--- src/rtl/cache_arb_pkg.sv ---
// cache_arb_pkg
//   Shared types and widths for the I/D cache memory-port arbiter.
//   - arb_state_t : arbiter FSM state (IDLE, SERVE_I, SERVE_D)
//   - arb_port_t  : requester identity, used for the last-served record
//   - LINE_W / ADDR_W : fixed line and address widths
package cache_arb_pkg;

  localparam int LINE_W = 256;
  localparam int ADDR_W = 32;

  typedef enum logic [1:0] {
    IDLE    = 2'd0,
    SERVE_I = 2'd1,
    SERVE_D = 2'd2
  } arb_state_t;

  typedef enum logic {
    PORT_I = 1'b0,
    PORT_D = 1'b1
  } arb_port_t;

endpackage

--- src/rtl/cache_arbiter.sv ---
// cache_arbiter
//   Shares one 256-bit memory port between the instruction cache and the
//   data cache. One cache is granted at a time; its request is forwarded to
//   memory and the memory response is routed back only to that cache.
//
// Ports
//   clk, rst                 clock, synchronous active-high reset
//   i_dfp_*  (addr/read/write/wdata in, rdata/resp out)  I-cache side
//   d_dfp_*  (addr/read/write/wdata in, rdata/resp out)  D-cache side
//   mem_*    (addr/read/write/wdata out, rdata/resp in)  memory side
//   dbg_state, dbg_last_served                           FSM observation
//
// Handshake: a port's request is valid while read|write is high, and the
//   requester holds addr/read/write/wdata stable until its resp. resp is a
//   single-cycle completion pulse carrying rdata in the same cycle; the
//   requester may drop or change its request from the following cycle.
//   mem_resp plays the same role toward the arbiter.
module cache_arbiter
  import cache_arb_pkg::*;
(
  input  logic              clk,
  input  logic              rst,

  input  logic [ADDR_W-1:0] i_dfp_addr,
  input  logic              i_dfp_read,
  input  logic              i_dfp_write,
  input  logic [LINE_W-1:0] i_dfp_wdata,
  output logic [LINE_W-1:0] i_dfp_rdata,
  output logic              i_dfp_resp,

  input  logic [ADDR_W-1:0] d_dfp_addr,
  input  logic              d_dfp_read,
  input  logic              d_dfp_write,
  input  logic [LINE_W-1:0] d_dfp_wdata,
  output logic [LINE_W-1:0] d_dfp_rdata,
  output logic              d_dfp_resp,

  output logic [ADDR_W-1:0] mem_addr,
  output logic              mem_read,
  output logic              mem_write,
  output logic [LINE_W-1:0] mem_wdata,
  input  logic [LINE_W-1:0] mem_rdata,
  input  logic              mem_resp,

  output arb_state_t        dbg_state,
  output arb_port_t         dbg_last_served
);

  arb_state_t state_q, state_d;
  arb_port_t  last_q, last_d;

  logic i_pend;
  logic d_pend;

  assign i_pend = i_dfp_read | i_dfp_write;
  assign d_pend = d_dfp_read | d_dfp_write;

  assign dbg_state       = state_q;
  assign dbg_last_served = last_q;

  always_ff @(posedge clk) begin
    if (rst) begin
      state_q <= IDLE;
      last_q  <= PORT_I;
    end else begin
      state_q <= state_d;
      last_q  <= last_d;
    end
  end

  // Next-state and output mux. Everything defaults to 0 so the idle port
  // and the memory side are quiet unless a grant is active. Read and write
  // are forwarded untouched, even if both are set.
  always_comb begin
    state_d     = state_q;
    last_d      = last_q;
    mem_addr    = '0;
    mem_read    = 1'b0;
    mem_write   = 1'b0;
    mem_wdata   = '0;
    i_dfp_rdata = '0;
    i_dfp_resp  = 1'b0;
    d_dfp_rdata = '0;
    d_dfp_resp  = 1'b0;

    case (state_q)
      IDLE: begin
        // On a tie, grant the port that was not served last; mem_resp
        // arriving here has no owner and is dropped.
        if (d_pend && (!i_pend || last_q == PORT_I)) begin
          state_d = SERVE_D;
        end else if (i_pend) begin
          state_d = SERVE_I;
        end
      end

      SERVE_I: begin
        mem_addr  = i_dfp_addr;
        mem_read  = i_dfp_read;
        mem_write = i_dfp_write;
        mem_wdata = i_dfp_wdata;
        if (mem_resp) begin
          i_dfp_resp  = 1'b1;
          i_dfp_rdata = mem_rdata;
          last_d      = PORT_I;
          state_d     = IDLE;
        end
      end

      SERVE_D: begin
        mem_addr  = d_dfp_addr;
        mem_read  = d_dfp_read;
        mem_write = d_dfp_write;
        mem_wdata = d_dfp_wdata;
        if (mem_resp) begin
          d_dfp_resp  = 1'b1;
          d_dfp_rdata = mem_rdata;
          last_d      = PORT_D;
          state_d     = IDLE;
        end
      end

      default: begin
        state_d = IDLE;
      end
    endcase
  end

endmodule

--- config.mk ---
export PLATFORM = sky130hd
export DESIGN_NAME = cache_arbiter
export DESIGN_NICKNAME = d
export VERILOG_FILES = /design/src/rtl/cache_arb_pkg.sv /design/src/rtl/cache_arbiter.sv
export SDC_FILE = /design/constraint.sdc
export NUM_CORES = 1
export LEC_CHECK = 0
export CAP_MARGIN = 20
export CORE_AREA = 3 3 650 652
export DETAILED_ROUTE_END_ITERATION = 8
export DIE_AREA = 0 0 653 655
export DONT_BUFFER_PORTS = 1
export PLACE_DENSITY_LB_ADDON = 0.08
export SLEW_MARGIN = 20
export SYNTH_ARGS = -nofsm -noshare
export SYNTH_HDL_FRONTEND = slang
export SYNTH_SLANG_ARGS = --single-unit
--- constraint.sdc ---
create_clock -name clk -period 3.02 [get_ports clk]
set_input_delay 0.906 -clock clk [delete_from_list [all_inputs] [get_ports clk]]
set_output_delay 0.906 -clock clk [all_outputs]
set_load 0.005 [all_outputs]
* After elaboration in Yosys (flattened, before gate mapping) *
Index checks and enable logic that the tools add are counted.

word-level totals
  latch bits = 0
  bits in registers = 3
  word-level logic and storage cells = 36
  memories kept = 0
  ROM bits = 0
  memory bits (writable) = 0
  bits of input ports = 839

operators by class
  equality and inequality tests = 6
  multiplexer cells = 17
  order comparisons = 0
  div/mod/pow operators = 0
  reduce and logical (&&, ||, !) cells = 8
  multiply operators = 0
  shifts and indexed selects = 0
  bitwise gates (word level) = 3
  $add $sub $neg = 0

operators with widths
  cell                  count
  $mux W256             3
  $pmux W256 S2         1
  $pmux W32 S2          1
  $mux W2               3
  $pmux W1 S2           3
  $mux W1               5
  $ne A2 B2 Y1 const B  2
  $pmux W2 S2           1
  $ne A3 B3 Y1 const B  1
  $reduce_and A3 Y1     1
  $eq A2 B1 Y1 const B  1
  $eq A2 B2 Y1 const B  1
  $logic_not A2 Y1      1
  $ne A2 B1 Y1 const B  1
  $or A1 B1 Y1          2
  $reduce_and A2 Y1     1
  $reduce_bool A2 Y1    1
  $reduce_or A2 Y1      1
  $logic_and A1 B1 Y1   1
  $logic_not A1 Y1      1
  $logic_or A1 B1 Y1    1
  $not A1 Y1            1

* Longest topological paths before layout *
Gate-level depths: netlist (run 1).

  depth after elaboration = 6
  mapped depth = 8
  depth with buffers taken out = 5

* Worst setup path before layout (run 1) *
No wires, ideal clock.

  path kind = input to output
  start = input mem_resp
  end = output i_dfp_rdata[100]
  path slack = 588 ps
  stages on the path = 4
  data required time = 2114 ps
  data arrival time = 1526 ps
  buffers on the path = 3
  cell sequence = buf_4 buf_2 clkbuf_2 and3_1

between the ends
  longest elaborated chain between the ends = 2

RTL lines
  what         RTL line              text
  from (decl)  cache_arbiter.sv:43   input logic mem_resp,
  $mux W256    cache_arbiter.sv:102  if (mem_resp) begin
  $mux W256    cache_arbiter.sv:86   case (state_q)
  to (decl)    cache_arbiter.sv:28   output logic [LINE_W-1:0] i_dfp_rdata,

No other way between the ends.

* Worst setup path after layout (run 1) *
  start = register state_q[0] (netlist: dbg_state[0])
  end = output mem_wdata[223]

between the ends
  longest elaborated chain between the ends = 2
  elaborated cells between the ends (all ways) = 3
  classes of those cells = eq/ne: 2; mux: 1

RTL lines
  what                                                 RTL line             text
  from (decl)                                          cache_arbiter.sv:49  arb_state_t state_q, state_d;
  from (signal assigned)                               cache_arbiter.sv:66  state_q <= state_d;
  $eq A2 B2 Y1 / $eq A2 B1 Y1 (equally long branches)  cache_arbiter.sv:86
  $pmux W256 S2 (*)                                    cache_arbiter.sv:86
  to (decl)                                            cache_arbiter.sv:41  output logic [LINE_W-1:0] mem_wdata,

Mark *: on every way between the ends. The rest lies on a longest branch, timed or not.

==> results of run 1 <==
-- layer usage --
| metal | vias up | GRT usage | share of wire |
|---|---|---|---|
| li1 | 5719 | - | - |
| met1 | 7505 | 0.1201 | 0.33 |
| met2 | 1619 | 0.2355 | 0.54 |
| met3 | 665 | 0.04948 | 0.10 |
| met4 | 94 | 0.01722 | 0.027 |
| met5 | - | 0 | 0.0023 |
-- report_power, final --
part	internal, mW	switching (mW)	total, mW	leakage [nW]
Combinational	4.10	4.99	9.09	7.64
Sequential	0.0496	0.0117	0.0613	0.0257
Clock	0.174	0.0365	0.211	0.0387
Total	4.32	5.04	9.36	7.70
-- path summary, 6_finish.rpt --
| path | slack [ps] | start | end | depth (start not counted) |
|---|---|---|---|---|
| setup / recovery | -80 | dbg_state[0] | mem_wdata[223] | 8 |
| hold / removal | 540 | dbg_state[0] | dbg_state[0] | 2 |
| setup reg to reg | 1040 | dbg_state[1] | dbg_state[1] | 8 |
| hold reg to reg | 540 | dbg_state[0] | dbg_state[0] | 2 |
-- repair_timing --
item                                    in CTS  in global routing
gates resized for setup                    266                121
pin swaps                                   21                 12
cloned                                      21                 17
endpoints found under the setup margin     282                553
endpoints found under the hold margin        0                  0
buffers inserted                            20                 15
-- critical path, delay by kind of cell, from the launching register on --
kind / cells / cell delay, ps
AO/OA/AOI/OAI: 1 / 420
buffers and inverters: 5 / 750
adder cells (fa/ha/maj): 1 / 180
flip-flops: 1 / 350
AND/OR/NAND/NOR: 1 / 130
-- cell type report --
cell class,instances,area [um2],area share
tap,5497,6878,0.3062
inverter,4,15.01,0.0006683
timing repair buffer,566,6589,0.2933
multi-input combinational,1110,8630,0.3841
antenna,84,210.2,0.009357
sequential,3,65.06,0.002896
clock buffer,4,78.83,0.003509
-- flip-flops by register name (all words and copies together) (netlist names) --
| name | cells |
|---|---|
| dbg_last_served | 1 |
| dbg_state | 2 |
-- cells by family after synthesis --
family          synth area share
compound gates            0.2607
fa+ha+maj               0.004401
buf+inv                   0.1348
flops                   0.007042
simple gates              0.5931
-- stage by stage --
step | hold slack, ps | total power, mW | area, um2 | utilization | setup TNS [ps]
after floorplan | 502.5 | 2.819 | 8529 | - | 0
after global placement | 605.3 | 7.302 | 19240 | 0.04615 | -2623
after detailed placement | 562.5 | 7.255 | 19240 | 0.04615 | -1951
after CTS | 543.2 | 9.082 | 21240 | 0.05095 | -2835
after global routing | 575.0 | 9.947 | 22320 | 0.05354 | -1383
final | 539.5 | 9.360 | 22470 | 0.05388 | -387.9
-- synth_stat cells, drive strengths merged (2+ instances only) --
cell    instances
a21oi           3
clkbuf        110
ha              3
inv             4
buf           101
dfxtp           3
nor2b         291
nor2            2
a22oi         290
and3          512
==> run summary, run 1 <==
Status - finished, violations left
Failing checks - setup timing
Core Area - 416900 um2
Starting Density - 0.02046
Post-Place Cells - 7108
Synth-to-layout area growth - 163.4%
Post-synth ARST share - 0
Largest net degree at the start of global routing - 517
First-pass GRT wire length - 304500 um
PortBufs - 0
Maximum vdd drop - 0.0002534 V
Final Hold Viols - 0
Post-synth EDFFs - 0
CP Data Required Time - 2110 ps
Tot GR Track Use - 0.1206
Die Area - 427700 um2
Num rows - 237
Htree depth - 1
Leakage - 7.702 nW
Root Buffer - clkbuf_16
Crit path max-delay cell type - a22oi_2
Synth area leader - and3_1
Initial DRT Pass Iterations - 5
Seq/Total Area, Yosys - 0.007041
Synth Flop Type - dfxtp_1
Crit. End Element - output pin
Synthesis Warnings - 0
Worst Skew - 0.5009 ps
Antenna viol nets, final - 0
Detail-routed via count per cell - 2.147
CTS Hold Buffers Added - 0
Fmax - 322.6 MHz
Yosys top cell area share - 0.3755
Crit path cell chain - inv_2 > ha_4 > buf_16 > buf_16 > a22oi_2 > nor2b_4 > buf_6 > buf_4
Die span in x - 653 um
Main area contributors after synthesis - and3_1 38%, a22oi_1 26%, nor2b_1 21%
GPL Wtd Cong - 0.9145
Top cell by count, worst path - buf_16
Power density over the cells - 416.7 nW/um2
Clock sink count - 3
Wire per inst - 38.79 um
Final Non-Filler Cells - 7268
CTS tree - yes
CP arrival - 2190 ps
Number of remaining DRC errors - 0
Startpoint Class - register
Gate Count Post-Synth - 1328
Max clock buf depth - 2
Max Cap Viol - 0
Post-Route WL - 281900 um
HP Class - reg2reg
Syn nets - 2170
Dpl ws - -418.4 ps
Layout fillers - 49520
Commonest non-fill, non-tap cell in the layout - and3_1
Cts bufs inserted - 3
Fin crit period - 3099 ps
Clock slew at reported path FFs - 30 ps
Post-route clock period utilization - 1.026
Pins Over Slew Limit - 0
DIE HEIGHT - 655 um
Dpl hpwl - 252700 um
Layout cell share with drive strength beyond 1 - 0.5068
Final worst setup slack - -79.40 ps
Worst slew pin tran - 754.5 ps
Rel. slew slack - 0.4970
Worst-path maximum fanout - 13
Commonest cells after routing, fill and taps aside - 501 x and3_1, 374 x buf_4, 163 x nor2b_1
Synthesized flop and latch total - 3
Final setup fails - 18
GR Overflow Total - 0
NumNets Final - 2530
Initial antenna violation count - 288
Max stage delay on crit path - 420 ps
RSZ-0062 raised after global routing - yes
Area of the mapped netlist - 8529 um2
Synth cell types - 22
Vias post-DR - 15600
CP Class - reg2out
Syn avg cell area - 6.423 um2
Clk Latency, worst-skew pair - 220 ps
Initial DRC Count - 1338
Ports - 1646
Number of global-route vias before repair - 13850
Power figures use the tool's default switching activity.
==> run 2, diff against run 1 <==
--- a/config.mk
+++ b/config.mk
@@ -5,10 +5,12 @@
 export SDC_FILE = /design/constraint.sdc
 export NUM_CORES = 1
 export LEC_CHECK = 0
+export ABC_CLOCK_PERIOD_IN_PS = 3020
 export CAP_MARGIN = 20
-export CORE_AREA = 3 3 650 652
+export CORE_AREA = 2 2 649 651
+export CTS_CLUSTER_DIAMETER = 200
 export DETAILED_ROUTE_END_ITERATION = 8
-export DIE_AREA = 0 0 653 655
+export DIE_AREA = 0 0 651 653
 export DONT_BUFFER_PORTS = 1
 export PLACE_DENSITY_LB_ADDON = 0.08
 export SLEW_MARGIN = 20
==> run summary, run 2 (synthesis gave the netlist of run 1 again) <==
Min Hold Slack - 735.2 ps (+195.8 ps)
Starting Density - 0.02039 (-0.00007146)
Vias post-DR - 15760 (+1.0%)
Synth-to-layout area growth - 162.0%
Crit path max-delay cell type - dfxtp_4
PortBufs - 0 (unchanged)
First-pass GRT wire length - 293000 um (-3.8%)
Rel. slew slack - 0.5691 (+0.07209)
DIE HEIGHT - 653 um (-0.31%)
Antenna viol nets, final - 1 (+1)
RSZ-0062 raised after global routing - yes
CP Class - reg2out
Fin crit period - 3044 ps (-55.82 ps)
Crit path cell chain - inv_4 > ha_4 > buf_16 > buf_16 > buf_4 > a22oi_2 > buf_4 > nor2b_2 > buf_4
Clk Latency, worst-skew pair - 220 ps (about the same)
Startpoint Class - register
Clock sink count - 3 (unchanged)
CP Data Required Time - 2110 ps (about the same)
Num rows - 238 (+0.42%)
Post-route clock period utilization - 1.008 (-0.01848)
Worst Skew - 2.546 ps (+2.045 ps)
NumNets Final - 2513 (-0.67%)
GPL Wtd Cong - 0.9993 (+9.3%)
Htree depth - 1 (unchanged)
Post-Route WL - 270700 um (-4.0%)
GR Overflow Total - 0 (unchanged)
Commonest cells after routing, fill and taps aside - 508 x and3_1, 357 x buf_4, 190 x a22oi_1
Max clock buf depth - 2 (unchanged)
Power density over the cells - 410.1 nW/um2 (-1.6%)
CTS Hold Buffers Added - 0 (unchanged)
Number of remaining DRC errors - 0 (unchanged)
Tot GR Track Use - 0.1164 (-0.004259)
Detail-routed via count per cell - 2.144 (-0.12%)
Max FFs per register - 2 (unchanged)
Initial antenna violation count - 290 (+0.69%)
Ports - 1646 (unchanged)
Pins Over Slew Limit - 0 (unchanged)
Clock slew at reported path FFs - 30 ps (about the same)
Post-Route Utilization - 0.05341 (-0.0004753)
Max stage delay on crit path - 370 ps (-50 ps)
Die span in x - 651 um (-0.31%)
Die Area - 425100 um2 (-0.61%)
Layout cell share with drive strength beyond 1 - 0.4713 (-0.03556)
Crit. End Element - output pin
Post-Place Cells - 7123 (+0.21%)
Leakage - 7.584 nW (-1.5%)
Worst slew pin tran - 646.4 ps (-108.1 ps)
Final setup fails - 4 (-14)
Final worst setup slack - -23.58 ps (+55.82 ps)
Final Non-Filler Cells - 7352 (+1.2%)
Wire per inst - 36.82 um (-5.1%)
Final Hold Viols - 0 (unchanged)
CTS tree - yes
Failing checks - antenna rules, setup timing
Top cell by count, worst path - buf_4
Max Cap Viol - 0 (unchanged)
Status - finished, violations left
Root Buffer - clkbuf_16
HP Class - reg2reg
Core Area - 418400 um2 (+0.35%)
Largest net degree at the start of global routing - 517 (unchanged)
Maximum vdd drop - 0.0002542 V (+0.29%)
Initial DRT Pass Iterations - 5 (unchanged)
Worst-path maximum fanout - 8 (-5)
Layout fillers - 49490 (-0.073%)
Number of global-route vias before repair - 13680 (-1.2%)
Setup TNS - -41.76 ps (+346.1 ps)
CP arrival - 2140 ps (-50 ps)
Dpl hpwl - 240900 um (-4.7%)
Fmax - 328.6 MHz (+1.8%)
Cts bufs inserted - 3 (unchanged)
Commonest non-fill, non-tap cell in the layout - and3_1
Initial DRC Count - 1646 (+23%)
-- run 2: cell type report --
class                      count  area [um2]  area share
antenna                      162       405.4     0.01814
clock buffer                   4       78.83    0.003528
inverter                       4       20.02   0.0008959
multi-input combinational   1110        8359      0.3741
sequential                     3       67.56    0.003024
tap                         5520        6907      0.3091
timing repair buffer         549        6507      0.2912
-- run 2: where the power goes --
part,switching [mW],internal (mW)
sequential,0.0159,0.0500
combinational,4.98,3.91
clock,0.0352,0.174
total,5.03,4.13
-- run 2: timing repair --
| action | CTS | global route |
|---|---|---|
| endpoints found under the setup margin | 584 | 356 |
| gates cloned | 18 | 14 |
| gates resized for setup | 249 | 58 |
| pin swaps | 18 | 9 |
| endpoints found under the hold margin | 0 | 0 |
| buffers inserted | 20 | 12 |
-- run 2: path summary, 6_finish.rpt --
check,start,to,slack (ps),cells past startpoint
setup / recovery,dbg_state[0],mem_addr[12],-20,9
hold reg to reg,dbg_state[0],dbg_state[0],740,3
hold / removal,dbg_state[0],dbg_state[0],740,3
setup reg to reg,dbg_state[0],dbg_last_served,850,10
-- run 2: layer usage --
metal	track usage	up-vias	share of wire
li1	-	5801	-
met3	0.04730	571	0.11
met5	0	-	0.0015
met2	0.2155	1671	0.51
met1	0.1245	7659	0.35
met4	0.01880	62	0.027
-- run 2: critical path, delay by kind of cell (launching register included) --
family	cells	cell delay, ps
simple gates	1	50
buf+inv	6	910
fa+ha+maj	1	200
compound gates	1	280
flops	1	370
-- run 2: stage by stage --
step	cell area, um2	power [mW]	setup WS, ps
3_5_place_dp	19440	7.331	-391.0
6_report	22350	9.164	-23.58
4_1_cts	21290	9.095	-92.78
2_1_floorplan	8529	2.819	587.8
5_1_grt	22030	9.728	-59.98
3_3_place_gp	19440	7.365	-440.5
